==> src/rtl/efpga_apb2lint_bridge.sv <==
// efpga_apb2lint_bridge: APB slave to PULP LINT master bridge for the eFPGA wrapper.
// Each APB access becomes one LINT req/gnt/valid transaction. PREADY stays low until the
// LINT response arrives, or until a bounded timeout expires and the access is failed.
module efpga_apb2lint_bridge #(
    parameter int unsigned APB_ADDR_WIDTH = 32,
    parameter int unsigned ADDR_LSB       = 0,
    parameter int unsigned TIMEOUT_CYCLES = 255,
    parameter logic [31:0] ERR_RDATA      = 32'hBADACCE5
) (
    input  logic                      clk_i,
    input  logic                      rst_ni,
    input  logic [APB_ADDR_WIDTH-1:0] PADDR,
    input  logic [31:0]               PWDATA,
    input  logic                      PWRITE,
    input  logic [3:0]                PSTRB,
    input  logic                      PSEL,
    input  logic                      PENABLE,
    output logic [31:0]               PRDATA,
    output logic                      PREADY,
    output logic                      PSLVERR,
    output logic                      lint_req_o,
    output logic [19:0]               lint_addr_o,
    output logic                      lint_wen_o,
    output logic [3:0]                lint_be_o,
    output logic [31:0]               lint_wdata_o,
    input  logic                      lint_gnt_i,
    input  logic                      lint_valid_i,
    input  logic [31:0]               lint_rdata_i
);

    localparam int unsigned     CntW   = $clog2(TIMEOUT_CYCLES + 1);
    localparam logic [CntW-1:0] CntMax = CntW'(TIMEOUT_CYCLES);

    typedef enum logic [1:0] {StIdle, StReq, StWait, StResp} state_e;

    state_e          r_state, w_state_next;
    logic [CntW-1:0] r_cnt, w_cnt_inc;
    logic            r_pend;
    logic [19:0]     r_addr;
    logic            r_wen;
    logic [3:0]      r_be;
    logic [31:0]     r_wdata;
    logic [31:0]     r_rdata;
    logic            r_err;

    logic w_start, w_valid, w_done, w_timeout, w_set_pend, w_unused;

    // A valid that belongs to a timed-out, already-granted request is never a real response.
    assign w_valid   = lint_valid_i & ~r_pend;
    // Saturating increment: the counter never wraps back into the legal window.
    assign w_cnt_inc = (r_cnt == CntMax) ? r_cnt : r_cnt + 1'b1;
    assign w_unused  = ^PADDR;

    // Next-state decode: normal completion takes priority over a timeout on the same edge.
    always_comb begin
        w_state_next = r_state;
        w_start      = 1'b0;
        w_done       = 1'b0;
        w_timeout    = 1'b0;
        w_set_pend   = 1'b0;
        unique case (r_state)
            StIdle: begin
                if (PSEL && PENABLE) begin
                    w_start      = 1'b1;
                    w_state_next = StReq;
                end
            end
            StReq: begin
                if (lint_gnt_i && w_valid) begin
                    w_done       = 1'b1;
                    w_state_next = StResp;
                end else if (w_cnt_inc == CntMax) begin
                    w_timeout    = 1'b1;
                    w_set_pend   = lint_gnt_i;
                    w_state_next = StResp;
                end else if (lint_gnt_i) begin
                    w_state_next = StWait;
                end
            end
            StWait: begin
                if (w_valid) begin
                    w_done       = 1'b1;
                    w_state_next = StResp;
                end else if (w_cnt_inc == CntMax) begin
                    w_timeout    = 1'b1;
                    w_set_pend   = 1'b1;
                    w_state_next = StResp;
                end
            end
            StResp:  w_state_next = StIdle;
            default: w_state_next = StIdle;
        endcase
    end

    // State, request capture, timeout counter, response capture and stale-response flag.
    always_ff @(posedge clk_i) begin
        if (!rst_ni) begin
            r_state <= StIdle;
            r_cnt   <= '0;
            r_pend  <= 1'b0;
            r_addr  <= '0;
            r_wen   <= 1'b1;
            r_be    <= '0;
            r_wdata <= '0;
            r_rdata <= '0;
            r_err   <= 1'b0;
        end else begin
            r_state <= w_state_next;
            if (w_start) begin
                r_cnt   <= '0;
                r_addr  <= PADDR[ADDR_LSB +: 20];
                r_wen   <= ~PWRITE;
                r_be    <= PWRITE ? PSTRB : 4'hF;
                r_wdata <= PWDATA;
            end else if (r_state == StReq || r_state == StWait) begin
                r_cnt <= w_cnt_inc;
            end
            if (w_done) begin
                r_err   <= 1'b0;
                r_rdata <= r_wen ? lint_rdata_i : 32'h0;
            end else if (w_timeout) begin
                r_err   <= 1'b1;
                r_rdata <= ERR_RDATA;
            end
            if (w_set_pend) begin
                r_pend <= 1'b1;
            end else if (lint_valid_i) begin
                r_pend <= 1'b0;
            end
        end
    end

    assign PREADY       = (r_state == StResp);
    assign PSLVERR      = PREADY & r_err;
    assign PRDATA       = PREADY ? r_rdata : 32'h0;
    assign lint_req_o   = (r_state == StReq);
    assign lint_addr_o  = r_addr;
    assign lint_wen_o   = r_wen;
    assign lint_be_o    = r_be;
    assign lint_wdata_o = r_wdata;

endmodule
==> config.mk <==
export PLATFORM = sky130hd
export DESIGN_NAME = efpga_apb2lint_bridge
export DESIGN_NICKNAME = d
export VERILOG_FILES = /design/src/rtl/efpga_apb2lint_bridge.sv
export SDC_FILE = /design/constraint.sdc
export NUM_CORES = 1
export LEC_CHECK = 0
export CORE_UTILIZATION = 41
export CTS_CLUSTER_DIAMETER = 30
export DETAILED_ROUTE_END_ITERATION = 16
export GPL_TIMING_DRIVEN = 0
export PLACE_DENSITY = 0.8
export SLEW_MARGIN = 25
export SYNTH_ARGS = -nofsm -noshare
export SYNTH_HDL_FRONTEND = slang
export SYNTH_SLANG_ARGS = --single-unit
==> constraint.sdc <==
create_clock -name clk_i -period 2.6 [get_ports clk_i]
set_clock_uncertainty 0.15 [all_clocks]
set_input_delay 0.52 -clock clk_i [delete_from_list [all_inputs] [get_ports clk_i]]
set_output_delay 0.52 -clock clk_i [all_outputs]
set_load 0.01 [all_outputs]
==> results.txt, run 1 <==
largest net degree at the start of global routing: 19
DP Worst Slack: -0.352 ns
DR WL/cell: 14.9 um
largest fanout on the critical path: 10
Pwr Density: 619 mW/mm^2
first-pass GRT wire length: 19.9 mm
initial core utilization: 43.0%
Seq/Total Area, Yosys: 47.2%
Leak Pwr: 2.58 nW
core area: 0.00995 mm^2
vias post-DR: 4176
Worst Tran Pin Value: 0.571 ns
DRC viols: 0
EDFF count, synth: 0
maximum VDD drop: 0.000294 V
Worst EP required: 1.93 ns
GR Overflow Total: 0
total power: 4.05 mW
Seq cells post-synth: 101
H-tree depth: 3
hold path startpoint: lint_addr_o[16]
Worst path slowest cell: clkdlybuf4s50_1
r2r startpoint: r_cnt[0]
cell with the most instances after synthesis: nand2_1
cts bufs inserted: 9
worst endpoint data arrival time: 1.85 ns
row cnt: 36
count of warnings emitted by yosys: 0
Synth area leader: dfxtp_1
post-route insts no fill: 830
GRT busiest layer: met2
Post-DP HPWL: 9.44 mm
area delta synth->final: 52.7%
DRT iter0 DRCs: 193
clock share of power: 23.8%
Max clock buf depth: 2
CP endpoint kind: primary output
internal power: 2.70 mW
Worst Hold Class: register to register
Final Hold Fails: 0
Synth top area share: 47.2%
Total Routed Length: 12.4 mm
DR pass1 iterations: 4
IO Port Bufs: 186
Flop pwr share: 45.6%
antenna violations before repair: 0
fin crit period: 2.52 ns
Top Ports: 199
setup ws final: 0.0818 ns
met2 usage: 39.5%
Crit Path Category: register to primary output
met1 Usage GRT: 27.6%
synth cell count leaders: nand2_1, dfxtp_1, a21boi_0
mapped cell area: 0.00428 mm^2
nets@finish: 805
layout cell share with drive strength beyond 1: 5.31%
Min Hold Slack: 0.317 ns
synth unique cells: 38
synthesized instance count: 496
CTS root buffer: clkbuf_8
FFs w/ async S/R, synth: 0%
Worst Setup Start Kind: register
CP Launch Point: r_state[0]
vias in the first global route: 4037
Skew-Pair Late Insertion Delay: 0.37 ns
Post-Syn Nets: 609
NetSw: 1.34 mW
Die W: 104 um
max frequency: 397 MHz
sw frac: 33.2%
vias per cell: 5.03
GRT Total Usage: 22.7%
syn avg cell area: 8.64 um^2
Critical Path, Cell by Cell: ha_4, clkbuf_4, and2_1, clkdlybuf4s50_1
Worst slew margin: 61.9%
CTS sink count: 101
RSZ-0062 raised after global routing: yes
combinational power share: 30.6%
diode count: 0
Slew Viols, Final: 0
status: completed
dominant synthesized flop cell: dfxtp_1
GRT met3 Usage: 6.45%
period utilization: 96.9%
maxcap violations: 0
CTS Hold Bufs: 0
gpl congestion: 0.872
CTS tree: yes
crit-path max cell delay: 0.54 ns
die area: 0.0109 mm^2
# placed instances: 815
Post-DRT Antenna Nets: 0
synth top area cells: dfxtp_1, nand2_1, a21boi_0
Clk pin slew, worst setup/hold paths: 0.10 ns
Die Height: 104 um
final setup violation count: 0
## power by group through the flow
stage / clock network, mW / logic (mW) / registers, mW
2_1_floorplan: 0 / 0.622 / 1.89
3_3_place_gp: 0 / 1.18 / 1.86
3_5_place_dp: 0 / 1.22 / 1.86
4_1_cts: 0.972 / 1.24 / 1.84
5_1_grt: 1.04 / 1.37 / 1.87
6_report: 0.963 / 1.24 / 1.85
## state kept, by name, indices dropped and copies added, names as in the netlist
signal and cells:
lint_wdata_o 32, r_cnt 8, lint_addr_o 20, r_state 2
r_pend 1, r_rdata 32, lint_be_o 4, lint_wen_o 1
r_err 1
## timing repair
action	in CTS	in global routing
endpoints found under the setup margin	62	59
setup buffers	0	0
resized for setup	13	8
pin swaps	0	0
gates cloned	0	0
## cell usage in the layout (no fill, tap or decap), types with 3 or more instances in the layout
cell             count
and3_1               5
clkbuf_4             3
buf_2                4
clkbuf_2             3
and2_1              34
nand3_1              6
inv_1                4
xor2_1               3
nand2_1            150
clkbuf_8             9
nand2b_1             6
nand3b_1             4
a22o_1              13
nor3_1               6
a21boi_0            55
a21oi_1              6
clkdlybuf4s50_1    184
ha_1                 4
nor2_1              11
o211a_1              5
dfxtp_1             99
inv_6                4
mux2i_1              3
clkbuf_1            22
o311a_1             19
## critical path: cells and delay by family (launching register included)
family,cells,cell delay (ns)
and+or+nand+nor,1,0.15
buffers and inverters,2,0.75
DFF,1,0.39
adders and majority gates,1,0.19
## routing by layer
metal,vias to the layer above,routed length (um),part of all wire (%)
li1,2083,-,-
met1,1919,5520,45
met2,166,5950,48
met3,8,837,6.7
met4,0,95,0.77
met5,-,0,0
## final timing paths
path         slack, ns              end  depth (start not counted)
max               0.08       PRDATA[23]                          4
min               0.32  lint_addr_o[16]                          2
max reg2reg       0.11      r_rdata[17]                          8
min reg2reg       0.32  lint_addr_o[16]                          2
## area by class of cell
class / instances / area (um^2)
Buffer: 34 / 163
Inverter: 4 / 15.0
Tap cell: 133 / 166
Clock inverter: 7 / 56.3
Sequential cell: 101 / 2030
Timing Repair Buffer: 186 / 1870
Clock buffer: 9 / 124
Multi-Input combinational cell: 356 / 2120
Fill cell: 851 / 3410
## cells by family after synthesis
kind of cell    after synthesis  share of synthesized area [%]
compound gates              112                           21.2
xor+xnor                      3                          0.613
fa+ha+maj                     6                           1.75
buf+inv                      39                           3.88
flops                       101                           47.2
mux                           4                          0.964
simple gates                231                           24.4
## per-stage QoR
step                setup TNS, ns  instance area (um^2)  utilization (%)
floorplan                       0                  4280                -
global placement            -2.76                  6310             63.4
detailed placement          -6.00                  6310             63.4
CTS                             0                  6530             65.5
global route              -0.0377                  6540             65.7
finish                          0                  6540             65.7
No activity file was read; power rests on OpenSTA's default activity.
==> run 2: changes to the inputs <==
- PLACE_DENSITY: 0.8 -> 0.89
==> results.txt, run 2 (synthesized netlist as in run 1, its figures left out) <==
status: completed
final core occ: 65.8%
Post-DRT Antenna Nets: 0
Worst Hold Class: register to register
Final Hold Fails: 0
IO Port Bufs: 186
period utilization: 97.5%
routed wl met2: 6.24 mm
worst path bufs/invs: 2
nets@finish: 805
most frequent cells in the layout: clkdlybuf4s50_1, nand2_1, dfxtp_1, a21boi_0, and2_1
commonest non-fill, non-tap cell in the layout: clkdlybuf4s50_1
CP delay by family, top: buffers and inverters
die area: 0.0109 mm^2
vias per cell: 5.14
gpl congestion: 0.827
DP Area: 0.00631 mm^2
Critical Path, Cell by Cell: ha_4, clkbuf_4, and2_1, clkdlybuf4s50_1
CP endpoint kind: primary output
vias in the first global route: 4238
Top Ports: 199
Die W: 104 um
CTS root buffer: clkbuf_8
Worst slew margin: 63.1%
vias post-DR: 4270
Crit Path Category: register to primary output
row cnt: 36
layout cell share with drive strength beyond 1: 4.73%
Pwr Density: 628 mW/mm^2
DR pass1 iterations: 4
Worst Tran Pin Value: 0.549 ns
hold depth: 2
CTS sink count: 101
WL met1: 5.27 mm
Worst Setup Start Kind: register
end of the worst register-to-register path: r_rdata[31]
met3 routed WL: 825 um
Hold Path End: lint_addr_o[11]
Leak Pwr: 2.55 nW
worst endpoint data arrival time: 1.87 ns
Max clock buf depth: 2
max frequency: 394 MHz
Clk pin slew, worst setup/hold paths: 0.09 ns
crit-path max cell delay: 0.58 ns
Filler Cells Inserted: 812
Total Routed Length: 12.5 mm
GR Overflow Total: 0
Post-DP HPWL: 9.54 mm
GRT Total Usage: 22.9%
uppermost layer routed: met4
design area: 0.00655 mm^2
area occupied by multi-input gates: 0.00212 mm^2
worst reg2reg path depth: 8
cts bufs inserted: 9
Die Height: 104 um
r2r startpoint: r_state[1]
reg2reg setup slack: 0.17 ns
DR WL/cell: 15.0 um
DRT iter0 DRCs: 139
area delta synth->final: 52.9%
Slew Viols, Final: 0
largest fanout on the critical path: 10
maximum VDD drop: 0.000292 V
Skew-Pair Late Insertion Delay: 0.34 ns
FF+latch area: 0.00202 mm^2
RSZ-0062 raised after global routing: no
Worst EP required: 1.93 ns
maxcap violations: 0
CTS tree: yes
H-tree depth: 3
Worst path slowest cell: clkdlybuf4s50_1
diode count: 0
antenna violations before repair: 0
initial core utilization: 43.0%
final setup violation count: 0
fin crit period: 2.54 ns
core area: 0.00995 mm^2
first-pass GRT wire length: 20.1 mm
largest net degree at the start of global routing: 17
hold path startpoint: lint_addr_o[11]
DRC viols: 0
run 2: changes by cell type in the layout (fill, tap and decap cells not counted), moves of 2 or more:
cell / previous run / this run
dlymetal6s2s_1: 2 / 0
dfxtp_2: 0 / 2
clkinv_2: 2 / 0
inv_6: 4 / 1
clkdlybuf4s50_1: 184 / 186
clkbuf_1: 22 / 24
dfxtp_4: 2 / 0
clkinv_4: 0 / 2
run 2: final cells by class:
class	count	area share, %
clock buffers	12	2.22
clock inverters	4	0.860
inverters	4	0.229
plain buffers	34	2.45
multi-input cells	356	32.4
flip-flops and latches	101	30.9
well taps	133	2.54
repair buffers	186	28.4
run 2: worst max-delay path by stage:
stage | endpoint | start | slack, ns | cells past startpoint
2_1_floorplan | r_rdata[15] | r_state[0] | 0.26 | 9
3_3_place_gp | r_rdata[19] | r_state[1] | -0.32 | 9
3_5_place_dp | r_rdata[29] | r_state[1] | -0.39 | 9
4_1_cts | PRDATA[14] | r_state[1] | 0.01 | 4
5_1_grt | PRDATA[5] | r_state[1] | 0.0001 | 4
6_report | PRDATA[14] | r_state[1] | 0.06 | 4
run 2: through the flow:
stage / instances / hold slack, ns / total power, mW / setup TNS, ns / worst slack, ns
after floorplan: 496 / 0.278 / 2.51 / 0 / 0.262
after global placement: 815 / 0.300 / 3.03 / -6.12 / -0.319
after detailed placement: 815 / 0.306 / 3.09 / -8.11 / -0.389
after CTS: 830 / 0.321 / 4.12 / 0 / 0.0122
after global routing: 830 / 0.338 / 4.33 / 0 / 0.0000966
final: 830 / 0.318 / 4.11 / 0 / 0.0638
run 2: metal layers:
metal,global-route usage (%),up-vias
li1,-,2090
met4,6.63,0
met5,0,-
met3,5.83,10
met2,41.8,177
met1,26.1,1993
run 2: tightest hold or removal path, stage by stage, from the launching register on:
cell and delay (ns):
dfxtp_1 0.32, nand2_1 0.04, a21boi_0 0.07
run 2: timing repair:
item,4_1_cts,5_1_grt
gates resized for setup,11,6
hold buffers,0,0
endpoints found under the setup margin,59,34
buffers inserted,0,0
run 2: power breakdown:
part	switching (mW)	internal (mW)	total (mW)
clock network	0.540	0.481	1.02
logic	0.648	0.601	1.25
registers	0.116	1.73	1.84
total	1.30	2.81	4.11
==> run 3: changes to the inputs <==
- CORE_UTILIZATION: 41 -> 30
- PLACE_DENSITY: 0.89 -> 0.7
==> results.txt, run 3 (synthesized netlist as in run 1, its figures left out) <==
vias in the first global route: 4320
worst endpoint data arrival time: 1.86 ns
status: completed
Worst EP required: 1.93 ns
fin crit period: 2.53 ns
FF+latch area: 0.00202 mm^2
maximum VDD drop: 0.000289 V
Worst Hold Class: register to register
DR pass1 iterations: 4
reg2reg setup slack: 0.15 ns
GRT Total Usage: 18.0%
Worst Tran Pin Value: 0.576 ns
area occupied by multi-input gates: 0.00213 mm^2
CP endpoint kind: primary output
r2r startpoint: r_cnt[0]
Pwr Density: 661 mW/mm^2
area delta synth->final: 56.6%
Top Ports: 199
RSZ-0062 raised after global routing: no
gpl congestion: 0.805
Leak Pwr: 2.60 nW
Skew-Pair Late Insertion Delay: 0.35 ns
final setup violation count: 0
vias per cell: 4.82
largest fanout on the critical path: 10
period utilization: 97.3%
max frequency: 395 MHz
core area: 0.0139 mm^2
end of the worst register-to-register path: r_rdata[22]
nets@finish: 805
hold path startpoint: lint_wdata_o[2]
initial core utilization: 30.9%
GR Overflow Total: 0
Final Hold Fails: 0
layout cell share with drive strength beyond 1: 5.31%
Worst Setup Start Kind: register
Crit Path Category: register to primary output
Post-DRT Antenna Nets: 0
first-pass GRT wire length: 20.7 mm
CTS root buffer: clkbuf_16
largest net degree at the start of global routing: 17
Worst slew margin: 61.3%
cts bufs inserted: 9
commonest non-fill, non-tap cell in the layout: clkdlybuf4s50_1
CTS tree: yes
worst reg2reg path depth: 8
die area: 0.0148 mm^2
DR WL/cell: 14.8 um
setup ws final: 0.0693 ns
Max clock buf depth: 2
diode count: 0
Clk pin slew, worst setup/hold paths: 0.07 ns
row cnt: 43
CTS sink count: 101
Die Height: 122 um
antenna violations before repair: 0
DRT iter0 DRCs: 203
Post-DP HPWL: 9.84 mm
Hold Path End: lint_wdata_o[2]
Setup TNS Final: 0 ns
IO Port Bufs: 186
maxcap violations: 0
Die W: 122 um
CTS Hold Bufs: 0
vias post-DR: 4227
H-tree depth: 3
Slew Viols, Final: 0
Total Routed Length: 13.0 mm
Filler Cells Inserted: 1289
hold depth: 2
DP Worst Slack: -0.363 ns
most frequent cells in the layout: clkdlybuf4s50_1, nand2_1, dfxtp_1, a21boi_0, and2_1
DRC viols: 0
run 3: critical path: stages, from the launching register on:
cell	delay [ns]
dfxtp_2	0.40
ha_4	0.20
clkbuf_4	0.21
and2_1	0.14
clkdlybuf4s50_1	0.55
run 3: area by class of cell:
type                            count  area share (%)
Timing Repair Buffer              186            27.8
Clock buffer                       10            3.41
Clock inverter                      6           0.932
Multi-Input combinational cell    356            31.7
Buffer                             34            2.42
Inverter                            4           0.224
Tap cell                          180            3.36
Sequential cell                   101            30.2
run 3: what timing repair did:
item,CTS,global route
resized for setup,11,10
setup endpoints to repair,59,37
setup buffers,0,0
run 3: worst max path at each step:
stage	startpoint	end	cells past startpoint	slack, ns
3_5_place_dp	r_state[0]	r_rdata[15]	9	-0.36
6_report	r_state[1]	PRDATA[29]	4	0.07
3_3_place_gp	r_state[1]	r_rdata[29]	9	-0.31
2_1_floorplan	r_state[0]	r_rdata[15]	9	0.26
4_1_cts	r_state[1]	PRDATA[29]	4	0.02
5_1_grt	r_state[1]	PRDATA[25]	4	0.001
run 3: per-layer routing:
metal | GRT usage, % | routed length [um] | vias to the layer above
li1 | - | - | 2081
met1 | 19.4 | 5280 | 1951
met2 | 31.6 | 6210 | 181
met3 | 7.99 | 1340 | 14
met4 | 4.94 | 147 | 0
met5 | 0 | 0 | -
run 3: stage by stage:
stage	utilization, %	hold WS (ns)	total power, mW	cell area, um^2	instances
5_1_grt	48.3	0.335	4.70	6710	877
3_5_place_dp	45.9	0.308	3.10	6370	862
3_3_place_gp	45.9	0.299	3.06	6370	862
2_1_floorplan	-	0.278	2.51	4280	496
4_1_cts	48.2	0.317	4.48	6690	877
6_report	48.3	0.314	4.44	6710	877
run 3: report_power, final:
group | internal (mW) | switching [mW] | total (mW)
logic | 0.604 | 0.644 | 1.25
clock network | 0.747 | 0.598 | 1.34
registers | 1.73 | 0.117 | 1.84
